--- src/rtl/edge_detect_multi.sv ---
// Multi-channel synchronise + debounce + edge detector with sticky per-channel flags.
// Latency: SYNC_STAGES + DEBOUNCE_CYCLES clock edges from a clean input change to level/pulse.
// Backpressure: none; pending holds each detected edge until cleared through clr.
module edge_detect_multi #(
  parameter int WIDTH           = 4,
  parameter int SYNC_STAGES     = 2,
  parameter int DEBOUNCE_CYCLES = 3
) (
  input  logic             clk,
  input  logic             rst,
  input  logic [WIDTH-1:0] sig,
  input  logic [1:0]       mode,
  input  logic [WIDTH-1:0] clr,
  output logic [WIDTH-1:0] level,
  output logic [WIDTH-1:0] pulse,
  output logic [WIDTH-1:0] pending,
  output logic             any_pending
);

  // Counter wide enough to hold DEBOUNCE_CYCLES, never narrower than one bit.
  localparam int CNT_W = ($clog2(DEBOUNCE_CYCLES + 1) < 1) ? 1 : $clog2(DEBOUNCE_CYCLES + 1);
  // Count value at which the next mismatching cycle commits the new level.
  localparam logic [CNT_W-1:0] CNT_LAST = CNT_W'(DEBOUNCE_CYCLES - 1);

  localparam logic [1:0] MODE_RISE = 2'b00;
  localparam logic [1:0] MODE_FALL = 2'b01;
  localparam logic [1:0] MODE_BOTH = 2'b10;

  logic [WIDTH-1:0] w_s;
  logic [WIDTH-1:0] r_level;
  logic [WIDTH-1:0] r_pulse;
  logic [WIDTH-1:0] r_pending;
  logic             r_any_pending;
  logic [CNT_W-1:0] r_cnt     [WIDTH];
  logic [CNT_W-1:0] w_cnt_nxt [WIDTH];
  logic [WIDTH-1:0] w_update;
  logic [WIDTH-1:0] w_level_nxt;
  logic [WIDTH-1:0] w_pulse_nxt;
  logic [WIDTH-1:0] w_pending_nxt;
  logic             w_rise_en;
  logic             w_fall_en;

  // Synchroniser chain; with zero stages the raw input feeds the debouncer directly.
  generate
    if (SYNC_STAGES == 0) begin : g_nosync
      assign w_s = sig;
    end else begin : g_sync
      logic [WIDTH-1:0] r_sync [SYNC_STAGES];

      // Shift each channel through the synchroniser flops; reset clears the whole chain.
      always_ff @(posedge clk) begin
        if (rst) begin
          for (int k = 0; k < SYNC_STAGES; k++) begin
            r_sync[k] <= '0;
          end
        end else begin
          r_sync[0] <= sig;
          for (int k = 1; k < SYNC_STAGES; k++) begin
            r_sync[k] <= r_sync[k-1];
          end
        end
      end

      assign w_s = r_sync[SYNC_STAGES-1];
    end
  endgenerate

  // Mode is evaluated on the same edge as the update event, so it may change at any time.
  assign w_rise_en = (mode == MODE_RISE) || (mode == MODE_BOTH);
  assign w_fall_en = (mode == MODE_FALL) || (mode == MODE_BOTH);

  // Per-channel debounce: count consecutive mismatching cycles, commit on the last one.
  always_comb begin
    w_update    = '0;
    w_level_nxt = r_level;
    w_pulse_nxt = '0;
    for (int i = 0; i < WIDTH; i++) begin
      w_cnt_nxt[i] = '0;
      if (w_s[i] != r_level[i]) begin
        if (r_cnt[i] == CNT_LAST) begin
          // Stable long enough: accept the new level, counter restarts from zero.
          w_update[i]    = 1'b1;
          w_level_nxt[i] = w_s[i];
        end else begin
          w_cnt_nxt[i] = r_cnt[i] + CNT_W'(1);
        end
      end
      // A mismatch that ends early leaves w_cnt_nxt at zero, discarding the glitch.
      w_pulse_nxt[i] = w_update[i] & (w_s[i] ? w_rise_en : w_fall_en);
    end
  end

  // Sticky flag: a new pulse wins over a simultaneous clear.
  assign w_pending_nxt = w_pulse_nxt | (r_pending & ~clr);

  // State registers; any_pending is built from the next-state vector to stay aligned with pending.
  always_ff @(posedge clk) begin
    if (rst) begin
      r_level       <= '0;
      r_pulse       <= '0;
      r_pending     <= '0;
      r_any_pending <= 1'b0;
      for (int i = 0; i < WIDTH; i++) begin
        r_cnt[i] <= '0;
      end
    end else begin
      r_level       <= w_level_nxt;
      r_pulse       <= w_pulse_nxt;
      r_pending     <= w_pending_nxt;
      r_any_pending <= |w_pending_nxt;
      for (int i = 0; i < WIDTH; i++) begin
        r_cnt[i] <= w_cnt_nxt[i];
      end
    end
  end

  assign level       = r_level;
  assign pulse       = r_pulse;
  assign pending     = r_pending;
  assign any_pending = r_any_pending;

endmodule

--- config.mk ---
export PLATFORM = sky130hd
export DESIGN_NAME = edge_detect_multi
export DESIGN_NICKNAME = d
export VERILOG_FILES = /design/src/rtl/edge_detect_multi.sv
export SDC_FILE = /design/constraint.sdc
export NUM_CORES = 1
export LEC_CHECK = 0
export ABC_AREA = 1
export CAP_MARGIN = 20
export CORE_ASPECT_RATIO = 1.1
export CORE_UTILIZATION = 39
export CTS_BUF_LIST = sky130_fd_sc_hd__clkbuf_8
export CTS_CLUSTER_DIAMETER = 120
export DETAILED_ROUTE_END_ITERATION = 8
export PLACE_DENSITY = 0.66
export SYNTH_ARGS = -nofsm -noshare
export SYNTH_HDL_FRONTEND = slang
export SYNTH_SLANG_ARGS = --single-unit
--- constraint.sdc ---
create_clock -name clk -period 2.21 [get_ports clk]
set_input_delay 0.221 -clock clk [delete_from_list [all_inputs] [get_ports clk]]
set_output_delay 0.221 -clock clk [all_outputs]
set_load 0.1 [all_outputs]
==> results.json, run 1 <==
{
  "status": "completed",
  "type_of_the_worst_setup_path": "in2reg",
  "num-nets-final": 191,
  "die_area_sq_um": 3053,
  "min_period_over_period_pct": 66.87,
  "detailedRoute.firstPassIterationCount": 4,
  "die-height_microns": 57.86,
  "diodes": 0,
  "setup_tns_ps": 0,
  "hold_path_startpoint": "g_sync.r_sync[0][3]$_SDFF_PP0_",
  "cts_made_buffers": 5,
  "worst_skew_pair.late_latency_ps": 270,
  "dp.final_hpwl_microns": 1506,
  "worstReg2RegEnd": "any_pending$_SDFF_PP0_",
  "placed_cells": 197,
  "critical_path.cell_chain": "clkdlybuf4s50_1 > inv_1 > ha_1 > nor2_1 > nand2_1 > nand3_1 > nand2_1 > nor2_1 > a21oi_1",
  "synthDominantAreaCellType": "dfxtp_1",
  "cp_num_buf_inv": 2,
  "avg_wl_per_cell_microns": 9.698,
  "max_clk_rate_ghz": 0.6766,
  "postSynthNetCount": 161,
  "worst_r2r_path_depth": 8,
  "reg_to_reg_startpoint": "r_cnt[2][0]$_SDFF_PP0_",
  "crit_path_start_kind": "primary input",
  "rrSetupSlack_ps": 990,
  "syn-mean-instance-area_sq_um": 7.735,
  "std_cell_rows": 19,
  "layoutNonFillerInstCount": 205,
  "holdPathStages": 2,
  "timing_max_transition_violations_final": 0,
  "path_delay_family": "simple AND/OR/NAND/NOR gates",
  "peakVddDrop_mv": 0.5455,
  "number_of_resized_instances_in_the_post_cts_repair_step": 0,
  "port_buffers": 24,
  "ant_nets": 0,
  "wirelength_microns": 1988,
  "dr_total_vias": 921,
  "layout.cells.most_common_list": "29 x inv_1, 29 x dfxtp_1, 25 x nor2_1",
  "max_stage_delay_ps": 450,
  "timing.critical_path.to_type": "flop",
  "hold-path-endpoint": "g_sync.r_sync[0][7]$_SDFF_PP0_",
  "timing.final.setup_violations": 0,
  "grt_start_max_net_pins": 15,
  "grt_first_pass_wirelength_microns": 3332,
  "cpMaxStageDelayCell": "clkdlybuf4s50_1",
  "ys_top_cells_by_area": "dfxtp_1 52%, inv_1 9.8%, nor2_1 8.5%",
  "path_clk_slew_ps": 60,
  "netlist_instances": 143,
  "total_power_mw": 1.063,
  "synth.top_cell.area_share_pct": 52.49,
  "syn_to_final_growth_pct": 31.22,
  "post_cts_hold_buffer_count": 0,
  "ctsLongestPathBuffers": 2,
  "globalRouteTotalUtil_pct": 15.95,
  "design_area_sq_um": 1451,
  "initial_core_util_pct": 42.68,
  "grt_antenna_before_repair": 0,
  "worst-slew-pin-transition_ps": 276.7,
  "count_of_filler_cells_inserted_in_the_layout": 264,
  "critical_path_maximum_fanout": 4,
  "cts_max_level": 2,
  "netlist_area_sq_um": 1106,
  "post-route-util_pct": 56.01,
  "die-width_microns": 52.78,
  "final_layout_size_suffix_gt1_share_pct": 15.52,
  "leak_pwr_nw": 0.7042,
  "total_placed_instance_area_sq_um": 1350,
  "synth.distinct_cells": 12,
  "final_period_minus_worst_setup_slack_ps": 1478,
  "tritoncts": "built",
  "globalplace.congestion": 0.7542,
  "root_buffer_master": "clkbuf_8",
  "synth.ff_latch_count": 29,
  "worst_clock_skew_ps": 2.294,
  "yosysWarningCount": 0,
  "core_region_area_sq_um": 2591,
  "rsz0062_at_grt": "no",
  "drc": 0,
  "max-cap-violations": 0,
  "routed_via_density": 4.493,
  "power-per-cell-area_nw_per_um2": 732.1,
  "via_count_of_the_first_global_routing_pass": 842,
  "max-slew-margin-rel_pct": 81.48,
  "detailedRoute.firstIterationViolations": 10,
  "pin_count": 25,
  "worstPathRequired_ps": 2380,
  "global_route.overflow_total": 0,
  "final_critical_path_setup_slack_ps": 732.1,
  "post-cts-setup-buffers": 0,
  "cp_data_arrival_time_ps": 1640,
  "cts_num_sinks": 29,
  "ys_seq_area_share_pct": 52.49,
  "fin_worst_hold_slack_ps": 399.8,
  "total_count_of_hold_check_failures_in_the_final_report": 0,
  "hold_path.class": "reg2reg",
  "placement.setup.worst_slack_ps": 450.9
}
[power breakdown]
group | internal (mW) | total [mW] | leakage, nW | switching (mW)
Clock | 0.280 | 0.464 | 0.0542 | 0.183
Sequential | 0.533 | 0.537 | 0.236 | 0.00468
Combinational | 0.0302 | 0.0612 | 0.414 | 0.0310
[logic make-up after synthesis]
family | Yosys count | share of synthesized area, %
simple gates | 60 | 22.40
buf+inv | 32 | 11.09
flops | 29 | 52.49
compound gates | 16 | 7.240
fa+ha+maj | 6 | 6.787
[routing by layer]
layer  part of all wire (%)  up-vias  global-route usage (%)
met2                     50       17                   26.40
met3                    4.6        7                   8.661
met4                    2.5        0                   10.15
met5                      0        -                       0
li1                       -      494                       -
met1                     43      403                   14.97
[worst min-delay path, delay by kind of cell, from the launching register on]
kind | cells | cell delay [ps]
DFF | 1 | 290
buffers and inverters | 1 | 40
and+or+nand+nor | 1 | 30
[how the worst max path moves through the flow]
stage | endpoint | startpoint | cells after the start
after detailed placement | any_pending$_SDFF_PP0_ | mode[0] | 9
after global placement | any_pending$_SDFF_PP0_ | mode[0] | 9
after global routing | any_pending$_SDFF_PP0_ | mode[0] | 9
final | any_pending$_SDFF_PP0_ | mode[0] | 9
after CTS | any_pending$_SDFF_PP0_ | mode[0] | 9
after floorplan | any_pending$_SDFF_PP0_ | level[1]$_SDFFE_PP0P_ | 6
[final cells by class]
cell class | count | area [sq um] | share of cell area, %
Clock inverter | 1 | 5.005 | 0.3448
Inverter | 30 | 112.6 | 7.759
Tap cell | 31 | 38.79 | 2.672
Sequential cell | 29 | 580.6 | 40.00
Multi-Input combinational cell | 82 | 402.9 | 27.76
Timing Repair Buffer | 25 | 215.2 | 14.83
Clock buffer | 7 | 96.34 | 6.638
[synth_stat cells, drive strengths merged]
| cell | number |
|---|---|
| o21ai | 4 |
| ha | 6 |
| nand3 | 8 |
| a21oi | 12 |
| nor2 | 25 |
| buf | 2 |
| nand2 | 26 |
| inv | 30 |
| or2 | 1 |
| dfxtp | 29 |
[state kept, by name, indices dropped and copies added (netlist names)]
register and count:
g_sync.r_sync 8, any_pending 1, level 4, r_cnt 8, pending 4, pulse 4
No activity file was read; power rests on OpenSTA's default activity.
==> inputs of run 2 (changes only) <==
PLACE_DENSITY = 0.68   (was 0.66)
clock period = 1.25 ns   (was 2.21 ns; I/O delays follow)
==> results.json, run 2 (synthesis results as in run 1) <==
{
  "final_layout_size_suffix_gt1_share_pct": 25.00,
  "leak_pwr_nw": 0.7857,
  "diodes": 0,
  "detailedRoute.firstIterationViolations": 12,
  "detailedRoute.firstPassIterationCount": 3,
  "peakVddDrop_mv": 1.573,
  "hold_path.class": "in2reg",
  "routed_via_density": 4.531,
  "rrSetupSlack_ps": 110,
  "total_placed_instance_area_sq_um": 1548,
  "final_period_minus_worst_setup_slack_ps": 1140,
  "cp_data_arrival_time_ps": 1310,
  "worstPathRequired_ps": 1420,
  "fin_worst_hold_slack_ps": 355.8,
  "post_cts_hold_buffer_count": 0,
  "total_count_of_hold_check_failures_in_the_final_report": 0,
  "largestRegisters": "g_sync.r_sync (8), r_cnt (8)",
  "leading_cell_type_in_the_layout_fill_and_taps_excluded": "inv_1",
  "power-per-cell-area_nw_per_um2": 1279,
  "max-slew-margin-rel_pct": 85.16,
  "ant_nets": 0,
  "count_of_filler_cells_inserted_in_the_layout": 230,
  "worst-slew-pin-transition_ps": 222.4,
  "design_area_sq_um": 1730,
  "min_period_over_period_pct": 91.24,
  "ctsLongestPathBuffers": 2,
  "holdPathStages": 3,
  "cts_num_sinks": 29,
  "via_count_of_the_first_global_routing_pass": 851,
  "worst_r2r_path_depth": 8,
  "die-width_microns": 52.78,
  "cts_made_buffers": 5,
  "post-cts-setup-buffers": 0,
  "timing.critical_path.to_type": "flop",
  "initial_core_util_pct": 42.68,
  "global_route.overflow_total": 0,
  "status": "completed",
  "max_clk_rate_ghz": 0.8768,
  "globalRouteTotalUtil_pct": 15.88,
  "layoutNonFillerInstCount": 207,
  "layout.cells.most_common_list": "28 x inv_1, 24 x nor2_1, 23 x nand2_1",
  "die-height_microns": 57.86,
  "pin_count": 25,
  "cts_max_level": 2,
  "max-cap-violations": 0,
  "path_clk_slew_ps": 60,
  "num-nets-final": 193,
  "critical_path_maximum_fanout": 3,
  "type_of_the_worst_setup_path": "reg2reg",
  "grt_antenna_before_repair": 0,
  "wirelength_microns": 2072,
  "grt_first_pass_wirelength_microns": 3367,
  "syn_to_final_growth_pct": 56.45,
  "timing_max_transition_violations_final": 0,
  "die_area_sq_um": 3053,
  "dr_total_vias": 938,
  "port_buffers": 24,
  "grt_start_max_net_pins": 18,
  "core_region_area_sq_um": 2591,
  "worst_clock_skew_ps": 6.029,
  "worst_skew_pair.late_latency_ps": 280,
  "total_power_mw": 2.213,
  "timing.final.setup_violations": 0,
  "drc": 0,
  "dp.final_hpwl_microns": 1598,
  "placed_cells": 199,
  "setup_tns_ps": 0,
  "avg_wl_per_cell_microns": 10.01,
  "rsz0062_at_grt": "no",
  "std_cell_rows": 19,
  "tritoncts": "built",
  "root_buffer_master": "clkbuf_8",
  "crit_path_start_kind": "flop",
  "globalplace.congestion": 0.7567
}
-- run 2: cell types whose count changed in the layout (fill, tap and decap cells not counted), sizes merged --
cell | before | now
clkdlybuf4s50 | 11 | 9
dlymetal6s2s | 0 | 2
buf | 14 | 16
bufinv | 0 | 2
clkbuf | 7 | 5
-- run 2: worst max-delay path: stages (launching register included) --
cell     delay [ps]
dfxtp_1         330
inv_1            40
ha_1            210
inv_1            90
a21oi_2          30
nand2_1         100
nand2_1          60
nor2_1          100
a21oi_1          70
-- run 2: final timing paths --
kind / startpoint / end
min reg2reg: g_sync.r_sync[0][3]$_SDFF_PP0_ / g_sync.r_sync[0][7]$_SDFF_PP0_
max reg2reg: r_cnt[3][0]$_SDFF_PP0_ / any_pending$_SDFF_PP0_
min: sig[1] / g_sync.r_sync[0][1]$_SDFF_PP0_
max: r_cnt[3][0]$_SDFF_PP0_ / any_pending$_SDFF_PP0_
-- run 2: routing by layer --
| metal | wire length, microns | GRT usage (%) | up-vias |
|---|---|---|---|
| met2 | 1072 | 25.50 | 17 |
| li1 | - | - | 494 |
| met3 | 98 | 7.874 | 6 |
| met5 | 0 | 0 | - |
| met4 | 45 | 9.023 | 0 |
| met1 | 855 | 16.56 | 421 |
-- run 2: area by class of cell --
cell class                 instances  area, sq um  share of cell area [%]
clock buffer                       5        68.82                   3.977
clock inverter                     3        65.06                   3.760
inverter                          30        112.6                   6.508
multi-input combinational         82        446.7                   25.81
sequential                        29        600.6                   34.71
tap                               31        38.79                   2.242
timing repair buffer              27        397.9                   22.99
-- run 2: report_power, final --
group	switching [mW]	internal (mW)	total (mW)
registers	0.00928	0.933	0.942
logic	0.0615	0.0623	0.124
clock network	0.356	0.791	1.15
-- run 2: what timing repair did --
action                                  4_1_cts  5_1_grt
pin swaps                                     1        7
resized for setup                             4        7
endpoints found under the setup margin        4        4
-- run 2: per-stage QoR --
| stage | util (%) | setup WS [ps] |
|---|---|---|
| floorplan | - | 124.2 |
| global placement | 59.73 | -313.9 |
| detailed placement | 59.73 | -390.1 |
| CTS | 65.81 | 9.646 |
| global route | 66.78 | 17.64 |
| finish | 66.78 | 109.5 |
